==> config.mk <==
export PLATFORM = sky130hd
export DESIGN_NAME = toggle_pulse_rx
export DESIGN_NICKNAME = d
export VERILOG_FILES = /design/src/rtl/toggle_pulse_rx.sv
export SDC_FILE = /design/constraint.sdc
export NUM_CORES = 1
export LEC_CHECK = 0
export CORE_UTILIZATION = 48
export DETAILED_ROUTE_END_ITERATION = 6
export PLACE_DENSITY = 0.75
export RECOVER_POWER = 100
export SYNTH_ARGS = -nofsm -noshare
export SYNTH_HDL_FRONTEND = slang
export SYNTH_SLANG_ARGS = --single-unit
==> constraint.sdc <==
create_clock -name clk -period 2 [get_ports clk]
set_input_delay 0.4 -clock clk [delete_from_list [all_inputs] [get_ports clk]]
set_output_delay 0.4 -clock clk [all_outputs]
set_load 0.02 [all_outputs]
==> src/rtl/toggle_pulse_rx.sv <==
// toggle_pulse_rx
//   Receive side of a toggle-signalling link. A T flip-flop sender flips tog_in once per event;
//   this block synchronises the line into clk, detects each flip (rising or falling) and emits a
//   one-cycle registered pulse per event. It also counts events and flags toggles that arrive
//   within MIN_GAP cycles of the previous one (sticky overrun).
//
//   Optional feature macro: TOG_PULSE_ACK_EN -- adds ack_tog, which flips together with each pulse
//   so the sender side can confirm events with the same toggle scheme in reverse.
//
// Ports
//   clk        in   1        clock, rising edge
//   rst        in   1        synchronous, active-high reset
//   tog_in     in   1        toggle line from the sender (may be asynchronous to clk)
//   enable     in   1        1 = pulses, counting and gap checking active
//   clr_ovr    in   1        clears the overrun flag (a simultaneous new overrun wins)
//   pulse_out  out  1        one-cycle pulse per detected toggle
//   event_cnt  out  COUNT_W  detected events, wraps
//   overrun    out  1        sticky: toggle seen inside the MIN_GAP window
//   ack_tog    out  1        (TOG_PULSE_ACK_EN only) flips with every pulse

module toggle_pulse_rx #(
   parameter int unsigned SYNC_STAGES = 2,
   parameter int unsigned COUNT_W     = 8,
   parameter int unsigned MIN_GAP     = 4
) (
   input  logic               clk,
   input  logic               rst,
   input  logic               tog_in,
   input  logic               enable,
   input  logic               clr_ovr,
   output logic               pulse_out,
   output logic [COUNT_W-1:0] event_cnt,
   output logic               overrun
`ifdef TOG_PULSE_ACK_EN
   ,
   output logic               ack_tog
`endif
);

   localparam int unsigned      ARM_W      = $clog2(SYNC_STAGES + 2);
   localparam logic [ARM_W-1:0] ARM_DONE   = ARM_W'(SYNC_STAGES + 1);
   localparam int unsigned      GAP_W      = (MIN_GAP > 2) ? $clog2(MIN_GAP) : 1;
   localparam logic [GAP_W-1:0] GAP_RELOAD = GAP_W'((MIN_GAP == 0) ? 0 : MIN_GAP - 1);

   typedef enum logic [0:0] {StIdle, StGap} state_e;

   logic [SYNC_STAGES-1:0] sync_q;
   logic                   prev_q;
   logic [ARM_W-1:0]       arm_q;
   logic                   pulse_q;
   logic [COUNT_W-1:0]     cnt_q;
   logic                   ovr_q;
   state_e                 state_q, state_d;
   logic [GAP_W-1:0]       gap_q, gap_d;

   logic sync_out;
   logic armed;
   logic edge_det;
   logic fire;
   logic ovr_set;

   assign sync_out = sync_q[SYNC_STAGES-1];
   assign armed    = (arm_q == ARM_DONE);
   assign edge_det = sync_out ^ prev_q;
   // While disarmed, prev_q still follows the synchroniser so the level present at reset
   // release is adopted silently.
   assign fire     = edge_det & enable & armed;

   // Gap window FSM; frozen entirely while enable is low.
   always_comb begin
      state_d = state_q;
      gap_d   = gap_q;
      ovr_set = 1'b0;
      unique case (state_q)
         StIdle: begin
            if (fire && (MIN_GAP != 0)) begin
               state_d = StGap;
               gap_d   = GAP_RELOAD;
            end
         end
         StGap: begin
            if (enable) begin
               if (fire) begin
                  ovr_set = 1'b1;
                  gap_d   = GAP_RELOAD;
               end else if (gap_q == '0) begin
                  state_d = StIdle;
               end else begin
                  gap_d = gap_q - GAP_W'(1);
               end
            end
         end
         default: state_d = StIdle;
      endcase
   end

   always_ff @(posedge clk) begin
      if (rst) begin
         sync_q  <= '0;
         prev_q  <= 1'b0;
         arm_q   <= '0;
         pulse_q <= 1'b0;
         cnt_q   <= '0;
         ovr_q   <= 1'b0;
         state_q <= StIdle;
         gap_q   <= '0;
      end else begin
         sync_q  <= {sync_q[SYNC_STAGES-2:0], tog_in};
         prev_q  <= sync_out;
         if (!armed) begin
            arm_q <= arm_q + ARM_W'(1);
         end
         pulse_q <= fire;
         if (fire) begin
            cnt_q <= cnt_q + COUNT_W'(1);
         end
         // Set has priority over clear.
         ovr_q   <= ovr_set | (ovr_q & ~clr_ovr);
         state_q <= state_d;
         gap_q   <= gap_d;
      end
   end

   assign pulse_out = pulse_q;
   assign event_cnt = cnt_q;
   assign overrun   = ovr_q;

`ifdef TOG_PULSE_ACK_EN
   logic ack_q;

   always_ff @(posedge clk) begin
      if (rst) begin
         ack_q <= 1'b0;
      end else if (fire) begin
         ack_q <= ~ack_q;
      end
   end

   assign ack_tog = ack_q;
`endif

endmodule
After elaboration in Yosys (flattened, before gate mapping)

Cells that the tools add are included.

Register bits after elaboration: 18
Bits in latches: 0
RAM bits: 0
Bits in read-only memories: 0
Input port bits: 5
Output and inout bits: 10
Word-level logic and storage cells: 36
Memories: 0

Add/subtract/negate cells: 3
Multipliers: 0
Divide/modulo/power cells: 0
$lt $le $gt $ge: 0
Equality and inequality tests: 4
Shift operators: 0
Multiplexer cells: 12
Bitwise operators: 7
Reduce and logical (&&, ||, !) cells: 2

Operators by type and width:

| kind                                                               | count |
|---|---|
| 8-bit by 1-bit adder with 8-bit output, second input constant      | 1 |
| 2-bit 2-to-1 mux                                                   | 4 |
| 1-bit 2-to-1 mux                                                   | 6 |
| 2-bit != test, second input constant                               | 2 |
| 2-bit one-hot mux with 2 select lines                              | 1 |
| 1-bit bitwise AND                                                  | 3 |
| 3-bit != test, second input constant                               | 1 |
| 3-bit AND reduction                                                | 1 |
| 2-bit by 1-bit adder with 2-bit output, second input constant      | 1 |
| 2-bit == test, second input constant                               | 1 |
| 2-bit logical NOT                                                  | 1 |
| 1-bit NOT                                                          | 2 |
| 1-bit one-hot mux with 2 select lines                              | 1 |
| 2-bit by 1-bit subtractor with 2-bit output, second input constant | 1 |
| 1-bit bitwise OR                                                   | 1 |
| 1-bit bitwise XOR                                                  | 1 |

Longest topological paths before layout

Gate-level depths: netlist of run 1.

Depth after elaboration: 7
Gate-level depth with buffers: 6
Mapped depth without buffers: 6

Least setup slack after synthesis of run 1

Ideal clock, no wire load.

Path kind: reg-to-reg
Start: register arm_q[0]
End: register cnt_q[6], in the netlist event_cnt[6]
Library setup time: 0.070 ns
Arrival: 1.661 ns
Data required time: 1.930 ns
Setup slack: 0.269 ns
Cell stages (with the launch flop): 7
Buffers on the path: 1
Period minus slack after synthesis: 1.731 ns
Cell sequence: dfxtp_1 > ha_1 > nand2_1 > or2_1 > buf_2 > or4_1 > a21oi_1

Cells in the longest elaborated chain, start to end: 2

RTL lines:

| item                   | RTL line | text |
|---|---|---|
| from (decl)            | 49       | `logic [ARM_W-1:0] arm_q;` |
| from (signal assigned) | 111      | `arm_q <= arm_q + ARM_W'(1);` |
| 2-bit == test          | 63       | `assign armed = (arm_q == ARM_DONE);` |
| 1-bit bitwise AND      | 67       | `assign fire = edge_det & enable & armed;` |
| to (signal assigned)   | 115      | `cnt_q <= cnt_q + COUNT_W'(1);` |
| to (decl)              | 51       | `logic [COUNT_W-1:0] cnt_q;` |

No other way between the ends.
A chain may end at the register's enable or synchronous reset.

Worst setup path in the final report of run 1

Start: register cnt_q[0], in the netlist event_cnt[0]
End: output port event_cnt[0]

RTL lines:

| item      | RTL line | text |
|---|---|---|
| to (decl) | 32       | `output logic [COUNT_W-1:0] event_cnt,` |

No word-level cell between the ends.

==> results.py, run 1 <==
metrics = {
    "timing": {
        "slew_violations": 0,
        "worst_pin_slew_ns": 0.4287,
        "finalCritPeriodShare": 0.9104,
        "fin_tns_setup_ns": 0,
        "fmax_mhz": 549.2,
        "hold_violations": 0,
        "max_slew_margin": 0.7142,
        "skew_ns": 0.006701,
        "rsz0062_at_grt": "false",
        "finalSetupViolations": 0,
        "period_needed_ns": 1.821,
    },
    "placed_design": {
        "io_buffers": 14,
        "gp_congestion": 0.7498,
        "dp_hpwl_mm": 1.011,
    },
    "grt": {
        "grt_pass1_wl_mm": 2.111,
        "first_global_vias": 517,
        "antenna_found_initial": 0,
        "grtUsageTotal": 0.1971,
        "overflow": 0,
        "grt_max_degree": 11,
    },
    "hold_path": {
        "whs_path_depth": 1,
        "min_to": "sync_q[1]$_SDFF_PP0_",
        "hold_start": "sync_q[0]$_SDFF_PP0_",
        "hp-class": "flop to flop",
    },
    "setup_path": {
        "critPathTopFamily": "buffers and inverters",
        "arrival_ns": 1.42,
        "end_kind": "primary output",
        "crit_slowest_cell": "dlygate4sd3_1",
        "path_max_fanout": 5,
        "worst_r2r_path_depth": 5,
        "r2r_end": "event_cnt[6]$_SDFFE_PP0P_",
        "worst-r2r-setup-slack_ns": 0.35,
        "path_buf_inv": 1,
        "r2r-start": "arm_q[0]$_SDFFE_PP0P_",
        "crit_type": "flop to primary output",
        "crit_chain": "dlygate4sd3_1",
        "required_ns": 1.60,
        "max_stage_delay_ns": 0.70,
        "start_kind": "flop",
    },
    "drt": {
        "drc": 0,
        "drtPass1Iterations": 4,
        "wl_mm": 1.362,
        "avgViaCountPerCell": 5.188,
        "drt-initial-drc-count": 12,
        "vias": 607,
        "postRouteAntennaNets": 0,
        "wl_per_cell_um": 11.64,
    },
    "finish": {
        "drive_gt1_frac": 0.05882,
        "area_growth_pct": 27.06,
        "final_nets": 111,
        "layout_common_cells": "dfxtp_1, nor2_1, dlygate4sd3_1, nand2_1",
        "layout_commonest_cell": "dfxtp_1",
        "post-route-util": 0.6923,
        "antenna_cells": 0,
    },
    "die": {
        "die_area_um2": 1712,
        "coreArea_um2": 1366,
        "die_h_um": 41.38,
        "rows": 13,
        "start_util": 0.5449,
        "die_w_um": 41.38,
        "pin_count": 15,
    },
    "logic_synthesis": {
        "ys_warn_count": 0,
        "synthesis.nets": 91,
        "synth-seq-area-share": 0.4840,
        "syn_inst": 83,
        "ys_types": 25,
        "synth-main-ff-cell": "dfxtp_1",
        "ys_async_sr_fraction": 0,
        "ys_seq_elements": 18,
        "synth_area_um2": 744.5,
        "avgSynthCellArea_um2": 8.969,
        "synth-edff-count": 0,
    },
    "clock_network": {
        "cts_hold_buf": 0,
        "post_cts_buffers": 0,
        "cts-root-buf": "clkbuf_4",
        "cts_resized": 0,
        "cts.clk_slew.worst_paths_ns": 0.10,
        "cts_made_buffers": 3,
        "cts_tree": "yes",
        "clock-sinks": 18,
        "cts_max_level": 1,
        "clkLatencyLatePin_ns": 0.29,
        "clock_path_buffers": 2,
    },
    "status": {
        "status": "finished, final reports clean",
    },
    "run": {
        "cap_violations": 0,
    },
    "power_and_ir_drop": {
        "vdd_ir_drop_max_v": 0.0004515,
        "p_leak_nw": 0.3629,
        "power_density_nw_per_um2": 691.8,
    },
}
synthesized netlist by cell type, drive strengths merged (2+ instances only):
cell / n / area share
nor2: 12 / 0.060
ha: 3 / 0.050
a21oi: 6 / 0.040
xnor2: 7 / 0.092
nor2b: 4 / 0.034
dfxtp: 18 / 0.48
o21ai: 2 / 0.013
clkbuf: 2 / 0.010
inv: 4 / 0.020
nor3: 2 / 0.013
nand3: 2 / 0.013
nor4: 2 / 0.017
nand2: 8 / 0.040
how the worst max path moves through the flow:
stage | startpoint | to | slack, ns | cells past startpoint
floorplan | arm_q[0]$_SDFFE_PP0P_ | event_cnt[6]$_SDFFE_PP0P_ | 0.27 | 6
global placement | enable | event_cnt[6]$_SDFFE_PP0P_ | 0.10 | 5
detailed placement | enable | event_cnt[6]$_SDFFE_PP0P_ | 0.07 | 5
CTS | event_cnt[0]$_SDFFE_PP0P_ | event_cnt[0] | 0.23 | 1
global route | event_cnt[2]$_SDFFE_PP0P_ | event_cnt[2] | 0.12 | 1
finish | event_cnt[0]$_SDFFE_PP0P_ | event_cnt[0] | 0.18 | 1
kinds of logic after synthesis:
logic type,synth area share
AO/OA/AOI/OAI,0.07228
XOR/XNOR,0.1042
adder cells (fa/ha/maj),0.05043
buffers and inverters,0.03697
flip-flops,0.4840
multiplexers,0.01345
AND/OR/NAND/NOR,0.2387
sequential cells by signal, indices dropped and copies added, names as in the netlist:
name       count
state_q        1
sync_q         2
prev_q         1
overrun        1
arm_q          2
pulse_out      1
gap_q          2
event_cnt      8
metal layers:
metal	up-vias	track usage	routed length (um)
li1	317	-	-
met2	16	0.3672	644
met3	2	0.09574	77
met5	-	0	0
met4	0	0.02419	9
met1	272	0.2026	630
power by group:
| part | total (W) | internal [W] | switching, W | leakage (nW) |
|---|---|---|---|---|
| logic | 0.0000556 | 0.0000268 | 0.0000288 | 0.196 |
| clock network | 0.000220 | 0.000111 | 0.000109 | 0.0210 |
| registers | 0.000378 | 0.000371 | 0.00000739 | 0.146 |
cell type report:
type	count	area [um2]
sequential	18	360.3
tap	15	18.77
timing repair buffer	18	158.9
multi-input combinational	58	356.6
inverter	4	15.01
fill	113	420.4
clock buffer	4	36.28
stage by stage:
stage	hold slack [ns]	instances	instance area, um2	total power, W	worst slack [ns]
2_1_floorplan	0.4138	83	744.5	0.0004229	0.2685
4_1_cts	0.4582	117	957.2	0.0006655	0.2342
3_3_place_gp	0.4202	113	920.9	0.0004429	0.1045
5_1_grt	0.4714	117	945.9	0.0006858	0.1211
3_5_place_dp	0.4294	113	920.9	0.0004452	0.07240
6_report	0.4534	117	945.9	0.0006544	0.1791
Note: power is estimated with default switching activity, not from simulation.
==> run 2: changes to the inputs <==
--- a/config.mk
+++ b/config.mk
@@ -9,6 +9,7 @@
 export DETAILED_ROUTE_END_ITERATION = 6
 export PLACE_DENSITY = 0.75
 export RECOVER_POWER = 100
+export SLEW_MARGIN = 30
 export SYNTH_ARGS = -nofsm -noshare
 export SYNTH_HDL_FRONTEND = slang
 export SYNTH_SLANG_ARGS = --single-unit
==> results of run 2 <==
The final DEF is identical to that of run 1; final timing and power are the same.
